==> config.mk <==
export PLATFORM = sky130hd
export DESIGN_NAME = pipe_sequencer
export DESIGN_NICKNAME = d
export VERILOG_FILES = /design/src/rtl/pipe_sequencer_pkg.sv /design/src/rtl/pipe_sequencer_sat_counter.sv /design/src/rtl/pipe_sequencer.sv
export SDC_FILE = /design/constraint.sdc
export NUM_CORES = 1
export LEC_CHECK = 0
export CORE_ASPECT_RATIO = 1.4
export CORE_MARGIN = 2
export CORE_UTILIZATION = 40
export DETAILED_ROUTE_END_ITERATION = 10
export GPL_ROUTABILITY_DRIVEN = 0
export HOLD_SLACK_MARGIN = 0.15
export PLACE_DENSITY = 0.61
export SKIP_LAST_GASP = 1
export SLEW_MARGIN = 20
export SYNTH_ARGS = -nofsm -noshare
export SYNTH_HDL_FRONTEND = slang
export SYNTH_HIERARCHICAL = 1
export SYNTH_SLANG_ARGS = --single-unit
==> constraint.sdc <==
create_clock -name clk -period 2.88 [get_ports clk]
set_input_delay 0.576 -clock clk [delete_from_list [all_inputs] [get_ports clk]]
set_output_delay 0.576 -clock clk [all_outputs]
set_load 0.005 [all_outputs]
==> src/rtl/pipe_sequencer_pkg.sv <==
`default_nettype none
// ============================================================================
// Module      : pipe_sequencer_pkg
// Description : Shared definitions for the pipeline sequencer. Holds the
//               sequencer state encoding, the default drain length and the
//               hard-wired zero register number.
// Revision    : 1.0 - initial release
// ============================================================================
package pipe_sequencer_pkg;

  // Sequencer states. HALT is only left through a resume pulse or reset.
  typedef enum logic [1:0] {
    ST_RUN   = 2'b00,
    ST_DRAIN = 2'b01,
    ST_HALT  = 2'b10
  } seq_state_t;

  // Cycles needed for the instructions ahead of a syscall to leave EX/MEM/WB.
  localparam int DRAIN_CYCLES_DEFAULT = 3;

  // Register $zero is hard-wired, so a load targeting it never creates a hazard.
  localparam logic [4:0] REG_ZERO = 5'd0;

endpackage : pipe_sequencer_pkg
`default_nettype wire

==> src/rtl/pipe_sequencer_sat_counter.sv <==
`default_nettype none
// ============================================================================
// Module      : sat_counter
// Description : Up-counter that sticks at all ones instead of wrapping.
// Ports       : clk   - rising-edge clock
//               rst_n - asynchronous active-low reset, clears the count
//               inc   - count one event this cycle
//               clear - synchronous clear, wins over inc
//               count - current value
// Revision    : 1.0 - initial release
// ============================================================================
module sat_counter #(
  parameter int WIDTH = 32
) (
  input  logic             clk,
  input  logic             rst_n,
  input  logic             inc,
  input  logic             clear,
  output logic [WIDTH-1:0] count
);

  always_ff @(posedge clk or negedge rst_n) begin
    if (!rst_n) begin
      count <= '0;
    end else if (clear) begin
      count <= '0;
    end else if (inc && (count != '1)) begin
      count <= count + WIDTH'(1);
    end
  end

endmodule : sat_counter
`default_nettype wire

==> src/rtl/pipe_sequencer.sv <==
`default_nettype none
// ============================================================================
// Module      : pipe_sequencer
// Description : Pipeline sequencing for the 5-stage MIPS core. Detects
//               load-use hazards, applies branch/jump redirects, and runs the
//               syscall drain/halt/resume sequence. Counts stall cycles and
//               redirect events in saturating counters.
// Ports       : clk, rst_n                 - clock, async active-low reset
//               id_rs/id_rt/id_use_rs/_rt  - source operands of the ID instr
//               id_syscall                 - ID instruction is a syscall
//               ex_rd, ex_load             - destination/load flag of EX instr
//               ex_redirect                - taken branch/jump resolved in EX
//               resume                     - pulse releasing HALT
//               pc_en, ifid_en             - PC / IF/ID load enables
//               ifid_flush, idex_flush     - insert NOP / bubble
//               halted                     - registered HALT indication
//               stall_cnt, flush_cnt       - saturating event counters
// Revision    : 1.0 - initial release
// ============================================================================
module pipe_sequencer
  import pipe_sequencer_pkg::*;
#(
  parameter int DRAIN_CYCLES = DRAIN_CYCLES_DEFAULT,
  parameter int CNT_W        = 32
) (
  input  logic             clk,
  input  logic             rst_n,
  input  logic [4:0]       id_rs,
  input  logic [4:0]       id_rt,
  input  logic             id_use_rs,
  input  logic             id_use_rt,
  input  logic             id_syscall,
  input  logic [4:0]       ex_rd,
  input  logic             ex_load,
  input  logic             ex_redirect,
  input  logic             resume,
  output logic             pc_en,
  output logic             ifid_en,
  output logic             ifid_flush,
  output logic             idex_flush,
  output logic             halted,
  output logic [CNT_W-1:0] stall_cnt,
  output logic [CNT_W-1:0] flush_cnt
);

  localparam int          DW       = (DRAIN_CYCLES > 1) ? $clog2(DRAIN_CYCLES) : 1;
  localparam logic [DW-1:0] DRAIN_LOAD = DW'(DRAIN_CYCLES - 1);

  seq_state_t    state, state_nxt;
  logic [DW-1:0] drain_cnt, drain_nxt;
  logic          load_use;
  logic          stall_inc;
  logic          flush_inc;

  assign load_use = ex_load && (ex_rd != REG_ZERO) &&
                    ((id_use_rs && (id_rs == ex_rd)) ||
                     (id_use_rt && (id_rt == ex_rd)));

  always_comb begin
    pc_en      = 1'b1;
    ifid_en    = 1'b1;
    ifid_flush = 1'b0;
    idex_flush = 1'b0;
    state_nxt  = state;
    drain_nxt  = drain_cnt;
    stall_inc  = 1'b0;
    flush_inc  = 1'b0;

    // While reset is held the pipeline free-runs regardless of the inputs.
    if (rst_n) begin
      case (state)
        ST_RUN: begin
          if (ex_redirect) begin
            // ID and IF hold wrong-path instructions, so their hazards and
            // syscalls are discarded along with them.
            ifid_flush = 1'b1;
            idex_flush = 1'b1;
            flush_inc  = 1'b1;
          end else if (load_use) begin
            pc_en      = 1'b0;
            ifid_en    = 1'b0;
            idex_flush = 1'b1;
            stall_inc  = 1'b1;
          end else if (id_syscall) begin
            pc_en      = 1'b0;
            ifid_en    = 1'b0;
            idex_flush = 1'b1;
            state_nxt  = ST_DRAIN;
            drain_nxt  = DRAIN_LOAD;
          end
        end
        ST_DRAIN: begin
          pc_en      = 1'b0;
          ifid_en    = 1'b0;
          idex_flush = 1'b1;
          if (drain_cnt == '0) begin
            state_nxt = ST_HALT;
          end else begin
            drain_nxt = drain_cnt - DW'(1);
          end
        end
        ST_HALT: begin
          idex_flush = 1'b1;
          if (resume) begin
            // The syscall retires as a bubble while the next instruction
            // moves into ID.
            state_nxt = ST_RUN;
          end else begin
            pc_en   = 1'b0;
            ifid_en = 1'b0;
          end
        end
        default: begin
          state_nxt = ST_RUN;
        end
      endcase
    end
  end

  always_ff @(posedge clk or negedge rst_n) begin
    if (!rst_n) begin
      state     <= ST_RUN;
      drain_cnt <= '0;
      halted    <= 1'b0;
    end else begin
      state     <= state_nxt;
      drain_cnt <= drain_nxt;
      halted    <= (state_nxt == ST_HALT);
    end
  end

  sat_counter #(.WIDTH(CNT_W)) u_stall_cnt (
    .clk   (clk),
    .rst_n (rst_n),
    .inc   (stall_inc),
    .clear (1'b0),
    .count (stall_cnt)
  );

  sat_counter #(.WIDTH(CNT_W)) u_flush_cnt (
    .clk   (clk),
    .rst_n (rst_n),
    .inc   (flush_inc),
    .clear (1'b0),
    .count (flush_cnt)
  );

endmodule : pipe_sequencer
`default_nettype wire
# Yosys cells after proc, flatten, opt, wreduce, memory -nomap -nowiden
# Index checks and enable logic that the tools add are counted.
# word_totals
ff_bits	69
output_inout_bits	69
elab_cells	62
# op_classes
add_sub_neg	3
eq_ne	11
muxes	30
n_reduce_logical	13
# op_table
op	n
$add A32 B1 Y32 const B	2
$ne A32 B32 Y1 const B	2
$mux W2	10
$mux W1	16
$eq A5 B5 Y1	2
$ne A2 B2 Y1 const B	4
$logic_and A1 B1 Y1	6
$pmux W2 S3	1
$reduce_and A6 Y1	1
$reduce_bool A5 Y1	1
$eq A2 B2 Y1 const B	2
$logic_not A2 Y1	2
$pmux W2 S2	1
$pmux W1 S3	1
$eq A2 B1 Y1 const B	1
$pmux W1 S2	1
$reduce_bool A2 Y1	1
$reduce_or A2 Y1	1
$sub A2 B1 Y2 const B	1
$logic_or A1 B1 Y1	1

# Depth between registers and ports, before layout
# Gate-level depths: netlist of the first run.
# logic_depth
depth_word	9
depth_mapped	11
depth_no_buf	9

# Hierarchy
# Netlist of the first run, hierarchy kept.
# modules_own_cells
module	instances	cells_each	area_per_inst_um2	seq_area_each_um2
sat_counter (u_flush_cnt)	1	198	1854.3	800.8
sat_counter (u_stall_cnt)	1	196	1801.7	800.8
pipe_sequencer	1	72	579.3	125.1

# Worst setup path before layout of the first run
# No wires, ideal clock.
# synth_timing
path_type	input port to flip-flop
startpoint	input ex_rd[0]
endpoint	register u_stall_cnt.count[30]
setup_time_ps	77
arrival_time_ps	2750
required_ps	2803
slack_ps	52
stages	9
cell_sequence	xnor2_1 nand4_1 o22ai_1 nand2_1 nor3_1 nand2_1 or4_4 or3_1 a21oi_1
# synth_via
elab_chain_len	9
word_cells_on_any_way	13
cone_classes	eq/ne: 2; mux: 4; reduce/logical: 7
# synth_rtl
item	line	rtl
start, declared	pipe_sequencer.sv:33	input logic [4:0] ex_rd,
$eq A5 B5 Y1, on equally long branches	pipe_sequencer.sv:56, pipe_sequencer.sv:57	
$logic_and A1 B1 Y1, on equally long branches	pipe_sequencer.sv:56, pipe_sequencer.sv:57	
$logic_or A1 B1 Y1	pipe_sequencer.sv:56	((id_use_rs && (id_rs == ex_rd)) ||
$logic_and A1 B1 Y1 (*)	pipe_sequencer.sv:55	assign load_use = ex_load && (ex_rd != REG_ZERO) &&
$mux W1 (*)	pipe_sequencer.sv:79	end else if (load_use) begin
$mux W1 (*)	pipe_sequencer.sv:73	if (ex_redirect) begin
$mux W1 (*)	pipe_sequencer.sv:71	case (state)
$mux W1 (*)	pipe_sequencer.sv:70	if (rst_n) begin
net stall_inc	pipe_sequencer.sv:52	logic stall_inc;
$logic_and A1 B1 Y1 (*)	pipe_sequencer_sat_counter.sv:27	end else if (inc && (count != '1)) begin
end signal, assigned	pipe_sequencer_sat_counter.sv:28	count <= count + WIDTH'(1);
end, declared	pipe_sequencer_sat_counter.sv:19	output logic [WIDTH-1:0] count
# Mark *: on every way through the listed nets, which the timed path passes. The rest lies on a longest branch.
# A chain may end at the register's enable or synchronous reset.

# Final worst setup path of the first run
# layout_timing
startpoint	input id_rs[4]
endpoint	output pc_en
# layout_via
elab_chain_len	8
# layout_rtl
item	line	rtl
start, declared	pipe_sequencer.sv:28	input logic [4:0] id_rs,
$eq A5 B5 Y1	pipe_sequencer.sv:56	
$logic_and A1 B1 Y1	pipe_sequencer.sv:56	
$logic_or A1 B1 Y1	pipe_sequencer.sv:56	
$logic_and A1 B1 Y1	pipe_sequencer.sv:55	
$mux W1	pipe_sequencer.sv:79	
$mux W1	pipe_sequencer.sv:73	
$pmux W1 S3	pipe_sequencer.sv:71	
$mux W1	pipe_sequencer.sv:70	
end, declared	pipe_sequencer.sv:37	output logic pc_en,
# No other way between the ends.

==> results.cfg, run 1 <==
[finish]
syn2layout_area_growth_pct = 42.5
fin_util_pct = 58.3
final_cell_count_no_fill = 756
fin_area_sq_um = 6030
drive_gt1_share_pct = 17.0
diodes = 0
nets = 644

[critical_path]
cp-end-kind = primary output
crit_type = input pin to primary output
cp_max_fo = 2
critPathArrivalTime_ns = 2.25
crit_end = pc_en
cp.required_ns = 2.30
r2r_end = u_flush_cnt/count[31]
startpoint = id_rs[4]
cp-start-kind = input pin
rrSetupSlack_ns = 0.31
rr_startpoint = state[1]
r2r.worst_path.cells = 8

[die]
fp.dieArea_sq_um = 11400
ioPinCount = 92
rows = 44
die_y_microns = 126
start_util_pct = 40.9
dieWidth_microns = 91.0
core_sq_um = 10300

[logic_synthesis]
syn_area_sq_um = 4240
yosysTopAreaCellShare_pct = 40.8
yosys_warnings = 6
synthFlopType = dfrtp_1
synth_area_leader_cell = dfrtp_1
avgSynthCellArea_sq_um = 9.09
synthTopCellsByCount = 69 x dfrtp_1, 40 x a21oi_1, 40 x nor2_1
synth-seq-cells = 69
yosys-top-cells-area = dfrtp_1 41%, a21oi_1 4.7%, xnor2_1 4.5%
async_reset_ff_share_pct = 100
yosysMostFrequentCell = dfrtp_1
synth_edf_count = 0
seq_area_frac_synth_pct = 40.8
synth_cells = 466
ys_types = 59

[clock_network]
cts-htree-levels = 3
cts_buffers = 9
clock_path_buffers = 2
clkLatencyLatePin_ns = 0.33
hold_buffers = 0
path_clk_slew_ns = 0.06
root_buffer = clkbuf_16
cts_tree = yes
cts.sinks = 69

[grt]
track_usage_pct = 20.9
gr-total-overflow = 0
antenna_found_initial = 0
grt_max_degree = 41
grt_pass1_vias = 4172
grt_pass1_wl_mm = 19.6

[placement]
placed_area_sq_um = 5630
hpwl_mm = 8.86
portBuffers = 91
place_inst = 736

[sta]
fin_crit_ns = 2.83
hold_viol_final = 0
clock_skew_ns = 0.00797
max_slew.worst_pin.slew_ns = 0.618
drv_slew = 0
min_period_over_period_pct = 98.2
setup_violations = 0
rsz0062_at_grt = yes
fmax_mhz = 354
slew_headroom_pct = 58.5
timing.hold.ws_ns = 0.346

[power_and_ir_drop]
p_per_area_nw_per_um2 = 455
p_leak_nw = 2.46
ir_worst_vdd_mv = 0.299
fin_total_pwr_mw = 2.74

[detailed_routing]
vias = 4136
dr.pass1.iters = 4
routed_wl_mm = 11.9
drt_iter0_drc = 127
viasPerCell = 5.47
drc = 0
ant_nets = 0
wl_per_cell_microns = 15.7

[outcome]
status = completed

[job]
cap_violations = 0

[worst_hold_path]
hp-class = input pin to async pin
routing by layer:
metal  share of wire [%]  GRT usage, %  vias to the layer above  wire (microns)
li1                    -             -                     2012               -
met1                  39          22.8                     2010            4660
met2                  55          39.3                       94            6530
met3                 3.0          2.63                       20             360
met4                 2.6          10.2                        0             303
met5                   0             0                        -               0
layout make-up:
class / count / area, sq um
Timing Repair Buffer: 146 / 1330
Clock buffer: 11 / 243
Sequential cell: 69 / 1730
Multi-Input combinational cell: 370 / 2400
Clock inverter: 5 / 106
Tap cell: 138 / 173
Fill cell: 973 / 4320
Inverter: 17 / 63.8
worst min-delay path by stage:
stage	start	endpoint	slack [ns]	cells past startpoint
3_3_place_gp	drain_cnt[1]	drain_cnt[1]	0.49	1
4_1_cts	rst_n	u_stall_cnt/count[20]	0.35	2
2_1_floorplan	rst_n	drain_cnt[0]	0.28	0
5_1_grt	rst_n	u_stall_cnt/count[25]	0.40	2
6_report	rst_n	u_stall_cnt/count[4]	0.35	2
3_5_place_dp	drain_cnt[1]	drain_cnt[1]	0.50	1
metrics by stage:
step / worst slack (ns) / TNS, ns
finish: 0.0528 / 0
floorplan: 0.0524 / 0
global route: -0.0195 / -0.0228
CTS: -0.140 / -0.142
detailed placement: -0.441 / -6.99
global placement: -0.413 / -5.59
state kept, by name, indices dropped and copies added (netlist names):
register / count
u_flush_cnt/count: 32
u_stall_cnt/count: 32
drain_cnt: 2
state: 2
halted: 1
layout by cell type (no fill, tap or decap), types with 4 or more instances in the layout:
master and instances:
and3_1 13, dlymetal6s2s_1 6, nand3_1 23, or4_1 17, mux2_2 6, nand2b_1 5
o21ai_0 13, a21oi_1 39, xnor2_1 22, nor2_1 40, o21ai_1 4, nor4_1 7
nor3_1 6, nor2b_1 7, buf_4 55, conb_1 10, clkdlybuf4s50_1 80, o31ai_1 16
nand4_1 16, a211oi_1 5, xor2_1 5, ha_1 8, and2_1 4, dfrtp_1 69
or3_1 19, inv_1 17, clkbuf_16 9, nand2_1 37
kinds of logic after synthesis:
group / share of synthesized area, %
fa+ha+maj: 2.36
compound gates: 16.0
mux: 3.01
other cells: 0.0885
xor+xnor: 5.58
buf+inv: 4.05
flops: 40.8
simple gates: 28.2
what timing repair did:
action | in CTS | in global routing
pin swaps | 3 | 8
resized for setup | 9 | 7
endpoints found under the setup margin | 6 | 17
buffers inserted | 4 | 1
power by group:
part,internal [mW],switching [mW],total [mW]
registers,1.00,0.0246,1.03
logic,0.195,0.225,0.420
clock network,0.873,0.424,1.30
worst max-delay path, cell delays in order:
cell,delay (ns)
clkdlybuf4s50_1,0.47
xnor2_1,0.13
nand4_1,0.15
o22ai_2,0.20
a21oi_2,0.09
a221o_1,0.36
dlygate4sd2_1,0.28
No activity file was read; power rests on OpenSTA's default activity.
==> inputs of run 2 (changes only) <==
- ABC_CLOCK_PERIOD_IN_PS: not set -> 2880
==> results of run 2 <==
Final layout, timing and power as in run 1 (identical DEF).
